==> src/rtl/fetch_stage.sv <==
// rtl/fetch_stage.sv - Instruction fetch stage: PC, imem address and IF/ID register
module fetch_stage #(
    parameter int unsigned          ADDR_W    = 12,
    parameter int unsigned          INSTR_W   = 19,
    parameter logic [ADDR_W-1:0]    RESET_PC  = '0,
    parameter logic [INSTR_W-1:0]   NOP_INSTR = '0
) (
    input  logic                clk,
    input  logic                rst,
    input  logic                stall,
    input  logic                redirect,
    input  logic [ADDR_W-1:0]   redirect_pc,
    input  logic                halt,
    output logic [ADDR_W-1:0]   imem_addr,
    input  logic [INSTR_W-1:0]  imem_data,
    output logic [INSTR_W-1:0]  if_id_instr,
    output logic [ADDR_W-1:0]   if_id_pc1,
    output logic                if_id_valid,
    output logic                halted,
    output logic [15:0]         fetch_count
);

    typedef enum logic {
        RUN    = 1'b0,
        HALTED = 1'b1
    } state_t;

    state_t               state, state_next;
    logic [ADDR_W-1:0]    pc, pc_next;
    logic [ADDR_W-1:0]    pc_inc;
    logic [INSTR_W-1:0]   instr_next;
    logic [ADDR_W-1:0]    pc1_next;
    logic                 valid_next;
    logic [15:0]          count_next;

    assign pc_inc    = pc + ADDR_W'(1);
    assign imem_addr = pc;
    assign halted    = (state == HALTED);

    always_ff @(posedge clk) begin
        if (rst) begin
            state       <= RUN;
            pc          <= RESET_PC;
            if_id_instr <= NOP_INSTR;
            if_id_pc1   <= '0;
            if_id_valid <= 1'b0;
            fetch_count <= '0;
        end else begin
            state       <= state_next;
            pc          <= pc_next;
            if_id_instr <= instr_next;
            if_id_pc1   <= pc1_next;
            if_id_valid <= valid_next;
            fetch_count <= count_next;
        end
    end

    // Redirect outranks halt and stall: it comes from an older instruction,
    // so a pending HALT or hazard belongs to the squashed path.
    always_comb begin
        state_next = state;
        pc_next    = pc;
        instr_next = if_id_instr;
        pc1_next   = if_id_pc1;
        valid_next = if_id_valid;
        count_next = fetch_count;

        if (redirect) begin
            state_next = RUN;
            pc_next    = redirect_pc;
            instr_next = NOP_INSTR;
            pc1_next   = '0;
            valid_next = 1'b0;
        end else if (state == HALTED) begin
            instr_next = NOP_INSTR;
            valid_next = 1'b0;
        end else if (stall) begin
            // Hold everything; the HALT word must stay in IF/ID until the stall clears.
        end else if (halt) begin
            state_next = HALTED;
            instr_next = NOP_INSTR;
            valid_next = 1'b0;
        end else begin
            pc_next    = pc_inc;
            instr_next = imem_data;
            pc1_next   = pc_inc;
            valid_next = 1'b1;
            if (fetch_count != 16'hFFFF) begin
                count_next = fetch_count + 16'd1;
            end
        end
    end

endmodule

==> config.mk <==
export PLATFORM = sky130hd
export DESIGN_NAME = fetch_stage
export DESIGN_NICKNAME = d
export VERILOG_FILES = /design/src/rtl/fetch_stage.sv
export SDC_FILE = /design/constraint.sdc
export NUM_CORES = 1
export LEC_CHECK = 0
export CORE_MARGIN = 1.5
export CORE_UTILIZATION = 45
export DETAILED_ROUTE_END_ITERATION = 8
export GPL_TIMING_DRIVEN = 0
export PLACE_DENSITY_LB_ADDON = 0.2
export SLEW_MARGIN = 10
export SYNTH_ARGS = -nofsm -noshare
export SYNTH_HDL_FRONTEND = slang
export SYNTH_SLANG_ARGS = --single-unit
export TNS_END_PERCENT = 20
==> constraint.sdc <==
create_clock -name clk -period 2.7 [get_ports clk]
set_input_delay 0.27 -clock clk [delete_from_list [all_inputs] [get_ports clk]]
set_output_delay 0.27 -clock clk [all_outputs]
set_load 0.02 [all_outputs]
==> run metrics, run 1 <==
outcome finished clean; Starting Density between 40% and 50%; Hold Crit Class input port to flop; post-cts sizing count 0; Power, Total a little over 2000 uW; clk_skew approximately 0.011 ns; Netlist cell types 34; Critical Path Start fetch_count[0]; postcts setup bufs 0; DRT Wirelength 7030 um; vias in the first global route 2415; syn_nets 351; routability cong. roughly 0.8; grt total ovfl 0; I/O Pins 97; Hold Crit Start stall; Final setup violation count 0; clock slew at the register clock pins of the worst setup and hold paths 0.08 ns; Final Hold Violating Endpoints 0; worst-case reg-to-reg path depth 6; hold depth 3; CP required 2.98 ns; f_max 470 MHz; Mapped Cells 313; Antenna diodes 0; CTS Hold Bufs 0; Cell Pwr Density around 510 nW/um^2; total CTS buffers 9; area of the mapped netlist 2740 um^2; Final #Nets 457; data arrival time at the worst-slack endpoint 2.41 ns; DIE WIDTH about 80 um; reg2reg start fetch_count[0]; largest net degree at the start of global routing 11; type of origin of the critical path flop; port buffer count 95; Final min period approximately 2.1 ns; CTS H-tree depth 3; global-route wire length before repair 11200 um; number of max-cap violations 0; height of the die 81.0 um; Total GRT Usage 22.5%; via count between 2k and 3k; utilization after layout approximately two thirds; CP endpoint kind flop; DRC viols 0; DR WL/cell 14.1 um; Worst IR Drop VDD around 0.34 mV; slew at the pin closest to its max-slew limit about 0.72 ns; Final Cycle Share 78.9%; Yosys reg bits 61; CP Max Fanout 10; Seq/Total Area, Yosys approximately 45%; max-slew violations 0; Core Region 5890 um^2; first-pass iteration count of the detailed router 4; relative slew slack between 50% and 60%; Die Footprint 6560 um^2; post-route ant nets 0; Rows 28; Synth Area per Inst ~8.7 um^2; setup TNS 0 ns; clk sinks between 60 and 70; Clock Tree Buf Depth 2; Syn-to-layout area delta 45.5%; worst skew pair latency 0.35 ns; Vias/cell between 5 and 6; Yosys warning total 0; initial antenna violation count 0; layout cells sized above 1 just under 7%; HPWL after DPL 5020 um; Root Driver clkbuf_8; Initial DRC Count 147; RSZ-0062 raised after global routing false; CTS tree yes; leakage 0.00130 uW; Setup CP Type flop to flop
synthesized netlist by cell type:
library cell	n	share of area (%)
o41ai_1	1	0.32
a21oi_1	20	3.7
nand2_1	15	2.1
o311ai_1	1	0.32
and3_1	4	0.91
xor2_1	4	1.3
buf_2	2	0.37
o31ai_1	2	0.55
and4_1	4	1.3
ha_1	2	0.91
buf_6	3	1.2
nor2_1	45	6.2
dfxtp_1	61	45
inv_1	4	0.55
or3_1	14	3.2
or4_1	2	0.55
o221a_1	1	0.41
o21ai_0	3	0.55
o21a_1	1	0.27
nand3_1	11	2.0
clkbuf_1	15	2.1
nand4_1	11	2.5
xnor2_1	14	4.5
nor3_1	6	1.1
a311oi_1	3	0.96
nor3_2	3	1.1
a22oi_1	18	4.9
a211oi_1	14	3.8
mux2_1	1	0.41
nor3b_1	1	0.27
o21ai_1	16	2.9
mux2i_1	2	0.73
nor4_2	6	2.7
nor2b_1	3	0.69
kinds of logic (layout without fill, tap and decap cells):
logic type,Yosys count,in the layout,synth area share (%)
flip-flops,61,61,44.6
multiplexers,3,3,1.14
buffers and inverters,24,134,4.21
AO/OA/AOI/OAI,80,80,18.7
adder cells (fa/ha/maj),2,2,0.914
XOR/XNOR,18,18,5.76
AND/OR/NAND/NOR,125,125,24.6
power by group:
part / leakage (uW) / switching (uW) / total [uW] / internal, uW
combinational: 0.000705 / 132 / 265 / 133
clock: 0.000101 / 358 / 826 / 468
sequential: 0.000496 / 26.6 / 953 / 926
total: 0.00130 / 517 / 2040 / 1530
through the flow:
| step | hold WS (ns) | std cells | cell area [um^2] | setup WS (ns) |
|---|---|---|---|---|
| 6_report | 0.264 | 498 | 3980 | 0.570 |
| 5_1_grt | 0.269 | 498 | 3980 | 0.313 |
| 2_1_floorplan | 0.406 | 313 | 2740 | 0.838 |
| 4_1_cts | 0.246 | 498 | 3980 | 0.564 |
| 3_5_place_dp | 0.456 | 483 | 3780 | 0.253 |
| 3_3_place_gp | 0.446 | 483 | 3780 | 0.312 |
worst max-delay path: stages, from the launching register on:
cell	delay (ns)
dfxtp_1	0.42
ha_1	0.21
nand3_1	0.14
nor4_2	0.70
buf_2	0.34
o21ai_0	0.11
a21oi_1	0.14
cell usage in the layout, fill, tap and decap left out, types with 2 or more instances in the layout:
master and count:
and4_1 4, a21oi_1 20, or4_1 2, clkbuf_8 11, xor2_1 4, nor4_2 6
o21ai_1 16, clkdlybuf4s50_1 95, clkinv_2 2, nor3_1 6, buf_2 2, mux2i_1 2
or3_1 14, nand2_1 15, nand4_1 11, o21ai_0 3, xnor2_1 14, buf_6 3
a22oi_1 18, nand3_1 11, a311oi_1 3, nor2b_1 3, nor2_1 45, and3_1 4
nor3_2 3, dfxtp_1 61, ha_1 2, o31ai_1 2, inv_1 4, clkbuf_1 15
a211oi_1 14
state kept, by name, summed over array words and instances, names as in the netlist:
register     count
fetch_count     16
if_id_pc1       12
if_id_instr     19
imem_addr       12
halted           1
if_id_valid      1
final timing paths:
| path | slack (ns) | endpoint |
|---|---|---|
| setup / recovery | 0.57 | fetch_count[4] |
| hold / removal | 0.26 | if_id_valid |
| setup reg to reg | 0.57 | fetch_count[4] |
| hold reg to reg | 0.47 | if_id_pc1[1] |
layout make-up:
| cell class | instances | area, um^2 |
|---|---|---|
| Buffer | 20 | 100 |
| Sequential cell | 61 | 1220 |
| Clock inverter | 4 | 47.5 |
| Timing Repair Buffer | 95 | 951 |
| Inverter | 4 | 15.0 |
| Multi-Input combinational cell | 228 | 1400 |
| Tap cell | 75 | 93.8 |
| Fill cell | 493 | 1910 |
| Clock buffer | 11 | 151 |
layer usage:
layer / wire length, um / share of wire, % / track usage (%) / up-vias
met1: 3260 / 46 / 29.2 / 1261
met5: 0 / 0 / 0 / -
met3: 602 / 8.6 / 6.74 / 11
met2: 3010 / 43 / 33.7 / 99
li1: - / - / - / 1363
met4: 148 / 2.1 / 11.4 / 0
(Power assumes the default switching activity.)
==> inputs of run 2 (changes only) <==
clock period = 2.22 ns   (was 2.7 ns; I/O delays follow)
==> run 2 against run 1 <==
Clock-buffer cell count stayed put. Clock skew up 0.0027 ns. Final area is 0.22% higher. Total power grew 22%. Hold slack lost 0.046 ns. Critical endpoint is now fetch_count[12]. First-iteration DRC count rose by 3.4%. Largest cell class unchanged.
==> run metrics, run 2 (synthesis gave the netlist of run 1 again) <==
height of the die around 80 um; routability cong. 0.801; port buffer count 95; CP Max Fanout 10; Final Hold Violating Endpoints 0; setup TNS 0 ns; data arrival time at the worst-slack endpoint 2.25 ns; CTS H-tree depth 3; Clock Tree Buf Depth 2; Syn-to-layout area delta 45.8%; post-route ant nets 0; Fin Hold WS 0.218 ns; Antenna diodes 0; Initial DRC Count 152; Final min period between 2 and 2.5 ns; Starting Density 46.5%; Core Region 5890 um^2; global-route wire length before repair approximately 11000 um; Regs by FF count if_id_instr (19), fetch_count (16); Final #Nets 457; f_max 494 MHz; P_int 1860 uW; grt total ovfl 0; most frequent cells in the layout 95 x clkdlybuf4s50_1, 61 x dfxtp_1, 45 x nor2_1; Rows 28; Worst IR Drop VDD 0.417 mV; worst skew pair latency roughly 0.35 ns; combinational power share 13.0%; Setup CP Type input port to flop; DIE WIDTH 81.0 um; CTS tree yes; number of max-cap violations 0; outcome finished clean; slew at the pin closest to its max-slew limit 0.571 ns; clk_skew 0.0133 ns; CP endpoint kind flop; HPWL after DPL 5020 um; vias in the first global route 2415; Biggest register if_id_instr; commonest non-fill, non-tap cell in the layout clkdlybuf4s50_1; type of origin of the critical path input port; DRT Wirelength 7080 um; I/O Pins 97; Cell Pwr Density 623 nW/um^2; CP required 2.44 ns; Total GRT Usage between 20 and 25%; clk sinks 61; clock slew at the register clock pins of the worst setup and hold paths 0.06 ns; largest net degree at the start of global routing 11; cell area after layout 3990 um^2; layout cells sized above 1 about 7%; max FFs per register 19; Vias/cell 5.47; initial antenna violation count 0; postcts setup bufs 0; Final Cycle Share 91.3%; total CTS buffers 9; DR WL/cell 14.2 um; RSZ-0062 raised after global routing false; Hold Crit Class input port to flop; Final setup violation count 0; max-slew violations 0; Placement Cell Area 3780 um^2; relative slew slack 61.8%; sequential power share 46.6%; Net Sw Frac roughly 25%; Die Footprint roughly 6600 um^2; dpl cells a little under 500; clock share of power ~40%; leakage 0.00132 uW; Post-Layout Cell Count 498; Root Driver clkbuf_8; DRC viols 0; via count 2722; first-pass iteration count of the detailed router 4; Psw 629 uW
-- run 2: cell counts in the layout (fill, tap and decap cells not counted) --
Identical to the previous run, type by type.
-- run 2: routing by layer --
metal	part of all wire (%)	up-vias	global-route usage, %
met5	0	-	0
met1	47	1257	29.2
met2	43	91	33.7
met4	2.0	0	11.4
met3	8.5	11	6.74
li1	-	1363	-
-- run 2: worst paths after layout --
path | slack (ns) | startpoint | endpoint | cells past startpoint
worst min register to register | 0.47 | if_id_pc1[1] | if_id_pc1[1] | 2
worst max-delay path | 0.19 | redirect | fetch_count[12] | 6
worst max register to register | 0.25 | fetch_count[0] | fetch_count[4] | 6
worst min-delay path | 0.22 | stall | if_id_valid | 3
-- run 2: cell type report --
cell class	count	area (um^2)
plain buffers	20	100
clock buffers	11	151
clock inverters	4	47.5
fillers	490	1900
inverters	4	15.0
multi-input cells	228	1410
flip-flops and latches	61	1220
well taps	75	93.8
repair buffers	95	951
-- run 2: power by group through the flow --
stage | Sequential (uW) | Combinational, uW | Clock [uW]
floorplan | 1220 | 127 | 0
finish | 1160 | 323 | 1000
global route | 1160 | 349 | 1070
CTS | 1160 | 324 | 1020
global placement | 1180 | 319 | 0
detailed placement | 1180 | 323 | 0
-- run 2: worst max-delay path: stages --
cell and delay (ns):
clkdlybuf4s50_1 0.55, nor4_2 0.45, buf_2 0.29, nand3_1 0.09
a211oi_1 0.29, mux2_1 0.36
-- run 2: per-stage QoR --
step / setup slack, ns / total power (uW) / util [%]
2_1_floorplan: 0.358 / 1340 / -
3_3_place_gp: -0.120 / 1500 / 64.2
3_5_place_dp: -0.179 / 1510 / 64.2
4_1_cts: 0.0844 / 2500 / 67.6
5_1_grt: 0.0801 / 2580 / 67.8
6_report: 0.194 / 2490 / 67.8
-- run 2: timing repair --
item / CTS / global route
setup endpoints to repair: 0 / 10
resized for setup: 0 / 1
hold endpoints to repair: 0 / 0
hold buffers: 0 / 0
==> inputs of run 3 (changes only) <==
CORE_ASPECT_RATIO = 0.8   (was unset)
==> run 3 against run 2 <==
Via count up 2.1%. Sequential share of layout area fell by 0.26 points. Final cell count is 1.4% higher. Critical endpoint is now fetch_count[4]. Largest cell class unchanged.
==> run metrics, run 3 (synthesis gave the netlist of run 1 again) <==
Root Driver clkbuf_8; max-slew violations 0; worst-path cell chain ha_1 > nand3_1 > nor4_4 > buf_2 > o21ai_0 > a21oi_1; CP required 2.48 ns; final worst setup slack between 0.2 and 0.25 ns; RSZ-0062 raised after global routing false; via count 2778; height of the die 72.7 um; Fin Hold WS ~0.20 ns; Final Cycle Share ~90%; DRC viols 0; vias in the first global route 2470; global-route wire length before repair approximately 12000 um; CP delay by family, top simple AND/OR/NAND/NOR gates; CP endpoint kind flop; initial antenna violation count 0; Critical Path Max Stage Delay 0.54 ns; first-pass iteration count of the detailed router 5; DRT Wirelength 7390 um; WP buf/inv 1; Vias/cell about 5.5; utilization after layout 68.4%; Final setup violation count 0; max FFs per register 19; CTS H-tree depth 3; CP Max Fanout 10; Final Hold Violating Endpoints 0; Total GRT Usage 23.0%; HPWL after DPL 5390 um; worst slack, placed -0.0891 ns; post-cts sizing count 0; leakage roughly 0.0013 uW; DR WL/cell 14.6 um; most frequent cells in the layout 95 x clkdlybuf4s50_1, 61 x dfxtp_1, 45 x nor2_1; Final #Nets between 400 and 500; Biggest register if_id_instr; post-route ant nets 0; clk_skew 0.00959 ns; postcts setup bufs 0; clk sinks 61; Clock Tree Buf Depth 2; type of origin of the critical path flop; Hold Crit Class input port to flop; number of max-cap violations 0; outcome finished clean; Slowest cell on crit path nor4_4; slew at the pin closest to its max-slew limit around 0.55 ns; Worst IR Drop VDD a little over 0.6 mV; I/O Pins 97; f_max roughly 500 MHz; layout cells sized above 1 just under 7%; Starting Density 46.5%; largest net degree at the start of global routing 11; Setup CP Type flop to flop; Final min period roughly 2.0 ns; DIE WIDTH 90.2 um; CTS tree yes; Initial DRC Count about 210; port buffer count between 90 and 100; relative slew slack 63.1%; Syn-to-layout area delta 47.0%; Rows 25; Regs by FF count if_id_instr (19), fetch_count (16); commonest non-fill, non-tap cell in the layout clkdlybuf4s50_1; Antenna diodes 0; CTS Hold Bufs 0; data arrival time at the worst-slack endpoint 2.27 ns; clock slew at the register clock pins of the worst setup and hold paths 0.07 ns; Cell Pwr Density 647 nW/um^2; worst skew pair latency between 0.3 and 0.4 ns; Core Region 5880 um^2; Die Footprint 6560 um^2; routability cong. 0.868; grt total ovfl 0; total CTS buffers 9
## run 3: layout make-up
cell class / count / area [um^2]
fillers: 490 / 1860
multi-input cells: 228 / 1410
flip-flops and latches: 61 / 1220
repair buffers: 95 / 951
clock buffers: 12 / 155
well taps: 81 / 101
plain buffers: 20 / 100
clock inverters: 4 / 70.1
inverters: 4 / 15.0
## run 3: per-stage QoR
stage                     power (uW)  cell area (um^2)  setup TNS [ns]  instances
after global placement          1500              3790          -0.132        489
after detailed placement        1510              3790         -0.0956        489
after floorplan                 1340              2740               0        313
final                           2600              4020               0        505
after global routing            2690              4020               0        505
after CTS                       2620              4010               0        505
## run 3: path summary, 6_finish.rpt
kind | from | end | slack, ns | cells past startpoint
hold reg to reg | if_id_pc1[1] | if_id_pc1[1] | 0.46 | 2
setup reg to reg | fetch_count[1] | fetch_count[4] | 0.21 | 6
hold / removal | stall | if_id_valid | 0.20 | 3
setup / recovery | fetch_count[1] | fetch_count[4] | 0.21 | 6
## run 3: tightest hold or removal path, cell delays in order
cell and delay, ns:
buf_6 0.10, nor2b_1 0.12, nor3_1 0.05
## run 3: power breakdown
| part | internal, uW | switching, uW |
|---|---|---|
| clock | 690 | 427 |
| combinational | 162 | 164 |
| sequential | 1130 | 32.9 |
| total | 1980 | 623 |
## run 3: routing by layer
metal	global-route usage, %	share of wire, %	vias to the layer above
met5	0	0	-
met1	29.3	45	1268
met2	34.7	43	134
li1	-	-	1361
met4	7.76	1.5	0
met3	10.3	10	15
